<file path="src/rtl/bitop_pkg.sv">
// Shared definitions for the bitop_pipe datapath: operation codes and the
// width of the delivered-result counter.
package bitop_pkg;

  typedef enum logic [1:0] {
    OP_NOT = 2'd0,
    OP_AND = 2'd1,
    OP_OR  = 2'd2,
    OP_XOR = 2'd3
  } op_e;

  localparam int XFER_CNT_W = 16;

endpackage : bitop_pkg

</file>
<file path="src/rtl/bitop_stage.sv">
// One register stage of the bitop pipe: a valid bit and a data word that load
// from upstream whenever the downstream chain allows, and hold otherwise.
module bitop_stage
  import bitop_pkg::*;
#(
  parameter int WIDTH = 8
) (
  input  logic             clk,
  input  logic             rst,
  input  logic             up_valid,
  input  logic [WIDTH-1:0] up_data,
  input  logic             can_load,
  output logic             v,
  output logic [WIDTH-1:0] d
);

  logic             v_q, v_d;
  logic [WIDTH-1:0] d_q, d_d;

  // NOTE: hold values are assigned first so every path writes v_d/d_d and no latch is inferred.
  always_comb begin
    v_d = v_q;
    d_d = d_q;
    if (can_load) begin
      v_d = up_valid;
      d_d = up_data;
    end
  end

  // NOTE: non-blocking assignments keep all stages updating from the same pre-edge values.
  // NOTE: the data word is reset too so out_data reads zero straight after reset.
  always_ff @(posedge clk) begin
    if (rst) begin
      v_q <= 1'b0;
      d_q <= '0;
    end else begin
      v_q <= v_d;
      d_q <= d_d;
    end
  end

  assign v = v_q;
  assign d = d_q;

endmodule : bitop_stage

</file>
<file path="src/rtl/bitop_pipe.sv">
// WIDTH-bit NOT/AND/OR/XOR unit followed by a DEPTH-stage valid/ready pipe
// with full throughput, backpressure and a wrapping delivery counter.
module bitop_pipe
  import bitop_pkg::*;
#(
  parameter int WIDTH = 8,
  parameter int DEPTH = 2
) (
  input  logic                  clk,
  input  logic                  rst,
  input  logic                  in_valid,
  output logic                  in_ready,
  input  logic [WIDTH-1:0]      in_data,
  input  logic [WIDTH-1:0]      in_mask,
  input  logic [1:0]            in_op,
  output logic                  out_valid,
  input  logic                  out_ready,
  output logic [WIDTH-1:0]      out_data,
  output logic [XFER_CNT_W-1:0] xfer_count
);

  op_e              op;
  logic [WIDTH-1:0] op_result;
  logic [DEPTH-1:0] v_w;
  logic [DEPTH-1:0] can_load;
  logic [WIDTH-1:0] d_w [DEPTH];

  logic [XFER_CNT_W-1:0] xfer_count_q, xfer_count_d;

  assign op = op_e'(in_op);

  always_comb begin
    op_result = '0;
    unique case (op)
      OP_NOT: op_result = ~in_data;
      OP_AND: op_result = in_data & in_mask;
      OP_OR:  op_result = in_data | in_mask;
      OP_XOR: op_result = in_data ^ in_mask;
      default: op_result = '0;
    endcase
  end

  // A stage may load if it is empty or its contents move on this cycle; the
  // chain runs combinationally from out_ready back to in_ready (no skid buffer).
  always_comb begin
    can_load = '0;
    can_load[DEPTH-1] = !v_w[DEPTH-1] || out_ready;
    for (int k = DEPTH - 2; k >= 0; k--) begin
      can_load[k] = !v_w[k] || can_load[k+1];
    end
  end

  for (genvar k = 0; k < DEPTH; k++) begin : g_stage
    if (k == 0) begin : g_first
      bitop_stage #(.WIDTH(WIDTH)) u_stage (
        .clk      (clk),
        .rst      (rst),
        .up_valid (in_valid),
        .up_data  (op_result),
        .can_load (can_load[k]),
        .v        (v_w[k]),
        .d        (d_w[k])
      );
    end else begin : g_rest
      bitop_stage #(.WIDTH(WIDTH)) u_stage (
        .clk      (clk),
        .rst      (rst),
        .up_valid (v_w[k-1]),
        .up_data  (d_w[k-1]),
        .can_load (can_load[k]),
        .v        (v_w[k]),
        .d        (d_w[k])
      );
    end
  end

  always_comb begin
    xfer_count_d = xfer_count_q;
    if (out_valid && out_ready) begin
      xfer_count_d = xfer_count_q + XFER_CNT_W'(1);
    end
  end

  always_ff @(posedge clk) begin
    if (rst) begin
      xfer_count_q <= '0;
    end else begin
      xfer_count_q <= xfer_count_d;
    end
  end

  assign in_ready   = can_load[0];
  assign out_valid  = v_w[DEPTH-1];
  assign out_data   = d_w[DEPTH-1];
  assign xfer_count = xfer_count_q;

endmodule : bitop_pipe

</file>
<file path="config.mk">
export PLATFORM = sky130hd
export DESIGN_NAME = bitop_pipe
export DESIGN_NICKNAME = d
export VERILOG_FILES = /design/src/rtl/bitop_pkg.sv /design/src/rtl/bitop_stage.sv /design/src/rtl/bitop_pipe.sv
export SDC_FILE = /design/constraint.sdc
export NUM_CORES = 1
export LEC_CHECK = 0
export ABC_AREA = 1
export ABC_CLOCK_PERIOD_IN_PS = 2600
export CORE_MARGIN = 2
export CORE_UTILIZATION = 31
export CTS_BUF_LIST = sky130_fd_sc_hd__clkbuf_2
export CTS_CLUSTER_DIAMETER = 40
export DETAILED_ROUTE_END_ITERATION = 8
export HOLD_SLACK_MARGIN = 0.05
export PLACE_DENSITY = 0.55
export SLEW_MARGIN = 20
export SYNTH_ARGS = -nofsm -noshare
export SYNTH_HDL_FRONTEND = slang
export SYNTH_SLANG_ARGS = --single-unit
</file>
<file path="constraint.sdc">
create_clock -name clk -period 2.6 [get_ports clk]
set_input_delay 0.52 -clock clk [delete_from_list [all_inputs] [get_ports clk]]
set_output_delay 0.52 -clock clk [all_outputs]
set_load 0.02 [all_outputs]
</file>
==> PnR_summary.wiki, run 1 <==
{| class="wikitable"
! Metric !! Value
|-
| Fraction of the yosys area taken by sequential cells || 0.353
|-
| Startpoint types || primary input
|-
| Synthesis Warnings || 0
|-
| Fraction of synthesis flops using an asynchronous set or reset pin || 0
|-
| Post-layout minimum cycle time || 2340 ps
|-
| Clk buf depth || 2
|-
| Maximum capacitance violations || 0
|-
| Detailed-route vias per instance || 4.45
|-
| Launch instance of the worst register-to-register path || xfer_count[1]$_SDFFE_PP0P_
|-
| Top-level I/O count || 48
|-
| Seq pwr share || 0.525
|-
| DP Worst Slack || 241 ps
|-
| Sw frac || 0.248
|-
| CTS Buf Count || 5
|-
| Routed via count || 1,756
|-
| Number of DRC violations after detailed routing || 0
|-
| Netlist area before placement || 1930 um2
|-
| Die outline area || 6870 um2
|-
| Upper clock frequency limit || 0.428 GHz
|-
| Final TNS setup || 0 ps
|-
| Chip Width || 82.9 um
|-
| Final setup slack of the worst path || 262 ps
|-
| Post-CTS sizing || 0
|-
| Most frequent cell after synthesis || sky130_fd_sc_hd__inv_1
|-
| Wire length of the first global-routing pass || 6550 um
|-
| Max stage delay cell, worst path || sky130_fd_sc_hd__clkdlybuf4s50_1
|-
| Status || finished, final reports clean
|-
| Proportion of layout cells with a drive suffix above 1 || 0.0719
|-
| Post-DR wirelength/cell || 9.72 um
|-
| Setup repair after global routing missed its margin || no
|-
| Number of distinct standard cells referenced by the synthesized netlist || 26
|-
| Port-buffer cells || 47
|-
| Worst vdd rail ir drop || 0.189 mV
|-
| Final count of hold timing violations || 0
|-
| Latest clock arrival within the worst-skew pair || 360 ps
|-
| Endpoint kind of the worst setup timing path || output port
|-
| Primary flip-flop cell chosen by synthesis mapping || sky130_fd_sc_hd__dfxtp_1
|-
| Share of the core filled with cells || 0.420
|-
| Gpl congestion || 0.758
|-
| Delay of the slowest critical-path stage || 620 ps
|-
| Fraction of power consumed by combinational cells || 0.151
|-
| Number of cells in the design after placement || 387
|-
| Fraction of synthesized cell area taken by the top area cell type || 0.353
|-
| Count of flip-flops with a built-in enable after synthesis || 0
|-
| Via count of the first global-routing pass || 1,545
|-
| Synthesized netlist net count || 313
|-
| Antenna violations before repair || 0
|-
| Max-slew violations || 0
|-
| Maximum number of pins on one net before global-route repair || 18
|-
| Core footprint || 5960 um2
|-
| HPWL after detailed placement || 3070 um
|-
| Starting density of the core || 0.324
|-
| Leakage power total || 1.13 nW
|-
| Post-Synthesis Mean Instance Area || 7.05 um2
|-
| Post-CTS clock slew at the launch and capture registers of the worst setup and hold paths || 160 ps
|-
| Final Cycle Share || 0.899
|-
| Worst max-slew margin expressed relative to the limit || 0.733
|-
| Hold wc startpoint || g_stage[0].g_first.u_stage.v$_SDFFE_PP0P_
|-
| Count of buffers added by post-CTS timing repair for setup || 0
|-
| Series of cell instances along the critical path || clkdlybuf4s50_1 -> nor2_1 -> nand2_1 -> clkdlybuf4s50_1
|-
| Clk pwr share || 0.324
|-
| Worst Path Class, Setup || in -> out
|-
| Internal power || 0.795 mW
|-
| Area growth from synthesis to layout || 29.6%
|-
| Final net count || 358
|-
| DRC violation total after the first TritonRoute iteration || 56
|-
| Gate count of the mapped netlist || 274
|-
| Largest area contributor in the netlist || sky130_fd_sc_hd__dfxtp_1
|-
| Cell Rows || 28
|-
| Cell at the root of the clock tree || sky130_fd_sc_hd__clkbuf_2
|-
| Die Height || 82.9 um
|-
| Leftover overflow at the end of global routing || 0
|-
| Switching pwr || 0.262 mW
|-
| Class of the tightest hold or removal check || reg -> reg
|-
| Startpoint of the worst setup timing path || out_ready
|-
| Number of buffers inserted by hold repair at cts || 0
|-
| Number of H-tree levels || 2
|-
| Maximum fanout encountered on the critical timing path || 2
|-
| Cell types with the largest area share after synthesis || sky130_fd_sc_hd__dfxtp_1, sky130_fd_sc_hd__ha_1, sky130_fd_sc_hd__o21ai_0, sky130_fd_sc_hd__inv_1, sky130_fd_sc_hd__nand2_1
|-
| CTS tree || done
|-
| Worst slew pin tran || 399 ps
|-
| Routed wire length || 3840 um
|-
| Commonest cells in the netlist || sky130_fd_sc_hd__inv_1, sky130_fd_sc_hd__nand2_1, sky130_fd_sc_hd__nor2_1
|-
| Fin cells || 395
|-
| Data arrival time of the worst path || 1820 ps
|-
| Setup violators final || 0
|-
| Antenna Violating Nets Remaining || 0
|-
| Data required time of the worst path || 2080 ps
|-
| N_diodes || 0
|-
| Number of clock sinks seen by CTS || 34
|-
| Most used cell, CP || sky130_fd_sc_hd__clkdlybuf4s50_1
|-
| Total of flip-flops plus latches after synthesis || 34
|-
| Fin Clk Skew || 19.3 ps
|-
| Total GRT Usage || 0.112
|-
| Power density over the cells || 423 nW/um2
|-
| Total iterations of the first detailed-routing run || 4
|}
## state kept, by name, summed over array words and instances, names as in the netlist
register,flops
xfer_count,16
g_stage.g_first.u_stage.d,8
g_stage.g_rest.u_stage.d,8
g_stage.g_first.u_stage.v,1
g_stage.g_rest.u_stage.v,1
## worst max-delay path: cells and delay by family
family	cells	cell delay, ps
AND/OR/NAND/NOR	2	190
buffers and inverters	2	1110
## logic make-up after synthesis
| logic type | share of synthesized area |
|---|---|
| DFF | 0.353 |
| buffers and inverters | 0.135 |
| and+or+nand+nor | 0.231 |
| adders and majority gates | 0.110 |
| AOI/OAI and AO/OA | 0.170 |
## power by group through the flow
stage | registers, mW | clock network (mW) | logic (mW)
after floorplan | 0.567 | 0 | 0.0944
after CTS | 0.556 | 0.362 | 0.163
after global routing | 0.560 | 0.386 | 0.183
final | 0.555 | 0.342 | 0.160
after detailed placement | 0.567 | 0 | 0.162
after global placement | 0.567 | 0 | 0.160
## layer usage
metal / global-route usage / vias up / routed length [um]
li1: - / 958 / -
met1: 0.129 / 751 / 1810
met2: 0.192 / 41 / 1770
met3: 0.0358 / 6 / 201
met4: 0.0462 / 0 / 59
met5: 0 / - / 0
## layout make-up
class,count,area [um2]
Clock buffer,7,35.0
Multi-Input combinational cell,181,988
Fill cell,663,3450
Timing Repair Buffer,51,500
Inverter,46,173
Clock inverter,1,30.0
Sequential cell,34,681
Tap cell,75,93.8
## metrics by stage
stage / hold WS, ps / total power [mW] / area (um2)
floorplan: 441 / 0.662 / 1930
global placement: 452 / 0.727 / 2440
detailed placement: 458 / 0.729 / 2440
CTS: 496 / 1.08 / 2500
global route: 519 / 1.13 / 2500
finish: 490 / 1.06 / 2500
## final timing paths
check | slack, ps | depth (start not counted) | to
worst min register to register | 490 | 2 | g_stage[1].g_rest.u_stage.v$_SDFFE_PP0P_
worst min-delay path | 490 | 2 | g_stage[1].g_rest.u_stage.v$_SDFFE_PP0P_
worst max register to register | 1160 | 7 | xfer_count[10]$_SDFFE_PP0P_
worst max-delay path | 260 | 4 | in_ready
## placed cells by master (no fill, tap or decap)
| cell | n |
|---|---|
| sky130_fd_sc_hd__ha_1 | 17 |
| sky130_fd_sc_hd__o21ai_0 | 35 |
| sky130_fd_sc_hd__o21bai_1 | 1 |
| sky130_fd_sc_hd__nand2_2 | 3 |
| sky130_fd_sc_hd__nor3_4 | 1 |
| sky130_fd_sc_hd__nand3_2 | 3 |
| sky130_fd_sc_hd__and3_1 | 2 |
| sky130_fd_sc_hd__o21ai_1 | 2 |
| sky130_fd_sc_hd__inv_1 | 44 |
| sky130_fd_sc_hd__o21a_1 | 1 |
| sky130_fd_sc_hd__inv_2 | 2 |
| sky130_fd_sc_hd__bufinv_16 | 1 |
| sky130_fd_sc_hd__buf_4 | 4 |
| sky130_fd_sc_hd__clkdlybuf4s50_1 | 47 |
| sky130_fd_sc_hd__nor3_1 | 3 |
| sky130_fd_sc_hd__nand2_1 | 39 |
| sky130_fd_sc_hd__a31oi_1 | 1 |
| sky130_fd_sc_hd__nor2_4 | 1 |
| sky130_fd_sc_hd__nand4_1 | 2 |
| sky130_fd_sc_hd__a21oi_1 | 23 |
| sky130_fd_sc_hd__dfxtp_1 | 34 |
| sky130_fd_sc_hd__nor2_1 | 38 |
| sky130_fd_sc_hd__nand3_1 | 7 |
| sky130_fd_sc_hd__nor2_2 | 1 |
| sky130_fd_sc_hd__o211ai_1 | 1 |
| sky130_fd_sc_hd__clkbuf_2 | 7 |
Power figures use the tool's default switching activity.
==> run 2, diff against run 1 <==
--- a/config.mk
+++ b/config.mk
@@ -8,12 +8,13 @@
 export ABC_AREA = 1
 export ABC_CLOCK_PERIOD_IN_PS = 2600
 export CORE_MARGIN = 2
-export CORE_UTILIZATION = 31
+export CORE_UTILIZATION = 55
 export CTS_BUF_LIST = sky130_fd_sc_hd__clkbuf_2
 export CTS_CLUSTER_DIAMETER = 40
+export CTS_CLUSTER_SIZE = 10
 export DETAILED_ROUTE_END_ITERATION = 8
 export HOLD_SLACK_MARGIN = 0.05
-export PLACE_DENSITY = 0.55
+export PLACE_DENSITY = 0.91
 export SLEW_MARGIN = 20
 export SYNTH_ARGS = -nofsm -noshare
 export SYNTH_HDL_FRONTEND = slang
==> PnR_summary.wiki, run 2 (synthesized netlist as in run 1, its figures left out) <==
{| class="wikitable"
! Metric !! Value
|-
| Status || finished, final reports clean
|-
| Total GRT Usage || 0.227
|-
| Startpoint types || primary input
|-
| Fraction of power consumed by combinational cells || 0.170
|-
| Proportion of layout cells with a drive suffix above 1 || 0.0688
|-
| Maximum fanout encountered on the critical timing path || 2
|-
| Leading cell types in the layout, fill and taps excluded || sky130_fd_sc_hd__clkdlybuf4s50_1, sky130_fd_sc_hd__inv_1, sky130_fd_sc_hd__nand2_1, sky130_fd_sc_hd__nor2_1, sky130_fd_sc_hd__o21ai_0
|-
| Number of H-tree levels || 2
|-
| Worst hold slack || 497 ps
|-
| Antenna Violating Nets Remaining || 0
|-
| Delay of the slowest critical-path stage || 620 ps
|-
| Setup violators final || 0
|-
| Via count of the first global-routing pass || 1,713
|-
| Wire length of the first global-routing pass || 7170 um
|-
| Latest clock arrival within the worst-skew pair || 390 ps
|-
| Cell at the root of the clock tree || sky130_fd_sc_hd__clkbuf_2
|-
| Die Height || 63.2 um
|-
| Count of buffers added by post-CTS timing repair for setup || 0
|-
| Detailed-route vias per instance || 5.01
|-
| Number of clock sinks seen by CTS || 34
|-
| CTS tree || done
|-
| Switching pwr || 0.275 mW
|-
| Seq pwr share || 0.577
|-
| Post-DR wirelength/cell || 11.1 um
|-
| Series of cell instances along the critical path || clkdlybuf4s50_1 -> nor2_1 -> nand2_1 -> clkdlybuf4s50_1
|-
| Worst Path Class, Setup || in -> out
|-
| Worst vdd rail ir drop || 0.221 mV
|-
| N_diodes || 0
|-
| Clk buf depth || 2
|-
| Endpoint kind of the worst setup timing path || output port
|-
| Power density over the cells || 396 nW/um2
|-
| DRC violation total after the first TritonRoute iteration || 134
|-
| Port-buffer cells || 47
|-
| Area growth from synthesis to layout || 26.3%
|-
| Most used cell, CP || sky130_fd_sc_hd__clkdlybuf4s50_1
|-
| Max-slew violations || 0
|-
| Routed via count || 1,832
|-
| Most common cell after layout, fill and taps aside || sky130_fd_sc_hd__clkdlybuf4s50_1
|-
| Final count of hold timing violations || 0
|-
| Max stage delay cell, worst path || sky130_fd_sc_hd__clkdlybuf4s50_1
|-
| Setup repair after global routing missed its margin || no
|-
| Final TNS setup || 0 ps
|-
| Final net count || 358
|-
| Core footprint || 3360 um2
|-
| Sw frac || 0.285
|-
| Total iterations of the first detailed-routing run || 4
|-
| Number of DRC violations after detailed routing || 0
|-
| CTS Buf Count || 5
|-
| Routed wire length || 4070 um
|-
| Leftover overflow at the end of global routing || 0
|-
| Final Cycle Share || 0.892
|-
| Largest register FFs || 16
|-
| Post-layout minimum cycle time || 2320 ps
|-
| Class of the tightest hold or removal check || reg -> reg
|-
| Worst slew pin tran || 417 ps
|-
| Antenna violations before repair || 0
|-
| Chip Width || 63.2 um
|-
| Number of buffers inserted by hold repair at cts || 0
|-
| Maximum number of pins on one net before global-route repair || 20
|-
| Post-CTS clock slew at the launch and capture registers of the worst setup and hold paths || 160 ps
|-
| Clk pwr share || 0.253
|-
| Top-level I/O count || 48
|-
| Gpl congestion || 0.785
|-
| Upper clock frequency limit || 0.431 GHz
|-
| Cell Rows || 21
|-
| Internal power || 0.690 mW
|-
| Fin Clk Skew || 12.0 ps
|-
| Die outline area || 4000 um2
|-
| Worst max-slew margin expressed relative to the limit || 0.721
|-
| Data required time of the worst path || 2080 ps
|-
| Data arrival time of the worst path || 1800 ps
|-
| Post-CTS sizing || 0
|-
| Leakage power total || 1.12 nW
|-
| Starting density of the core || 0.574
|-
| Maximum capacitance violations || 0
|-
| HPWL after detailed placement || 3160 um
|}
[run 2: cell count changes in the layout (fill, tap and decap cells not counted)]
cell	previous run	this run
sky130_fd_sc_hd__clkinv_2	0	1
sky130_fd_sc_hd__clkinv_1	0	1
sky130_fd_sc_hd__bufinv_16	1	0
sky130_fd_sc_hd__clkbuf_2	7	6
[run 2: power by group through the flow]
stage	Sequential (mW)	Clock (mW)	Combinational, mW
3_5_place_dp	0.568	0	0.164
3_3_place_gp	0.567	0	0.157
4_1_cts	0.557	0.247	0.164
2_1_floorplan	0.567	0	0.0944
5_1_grt	0.560	0.269	0.184
6_report	0.557	0.244	0.164
[run 2: final timing paths]
check	start	end	slack, ps	cells past startpoint
min reg2reg	g_stage[1].g_rest.u_stage.d[3]$_SDFFE_PP0P_	g_stage[1].g_rest.u_stage.d[3]$_SDFFE_PP0P_	500	2
max reg2reg	xfer_count[1]$_SDFFE_PP0P_	xfer_count[14]$_SDFFE_PP0P_	1170	7
max	out_ready	in_ready	280	4
min	g_stage[1].g_rest.u_stage.d[3]$_SDFFE_PP0P_	g_stage[1].g_rest.u_stage.d[3]$_SDFFE_PP0P_	500	2
[run 2: worst max-delay path, delay by kind of cell]
family	cells	cell delay (ps)
and+or+nand+nor	2	160
buffers and inverters	2	1120
[run 2: through the flow]
step / power (mW) / utilization / area (um2) / setup slack (ps) / instances
floorplan: 0.662 / - / 1930 / 1120 / 274
global placement: 0.724 / 0.714 / 2400 / 253 / 358
detailed placement: 0.732 / 0.714 / 2400 / 272 / 358
CTS: 0.968 / 0.725 / 2440 / 261 / 366
global route: 1.01 / 0.725 / 2440 / 236 / 366
finish: 0.965 / 0.725 / 2440 / 280 / 366
[run 2: layout make-up]
| cell class | instances | area [um2] |
|---|---|---|
| repair buffers | 51 | 500 |
| inverters | 46 | 173 |
| fillers | 300 | 925 |
| multi-input cells | 181 | 988 |
| clock inverters | 2 | 8.76 |
| clock buffers | 6 | 30.0 |
| flip-flops and latches | 34 | 681 |
| well taps | 46 | 57.6 |
[run 2: routing by layer]
layer  part of all wire  GRT usage
met1               0.46      0.264
met2               0.47      0.394
met3              0.049     0.0643
met4              0.018     0.0842
met5                  0          0
==> run 3, diff against run 2 <==
--- a/config.mk
+++ b/config.mk
@@ -19,3 +19,4 @@
 export SYNTH_ARGS = -nofsm -noshare
 export SYNTH_HDL_FRONTEND = slang
 export SYNTH_SLANG_ARGS = --single-unit
+export TNS_END_PERCENT = 50
==> results of run 3 <==
Same layout as run 2: the final DEF is identical, and so are final timing and power.
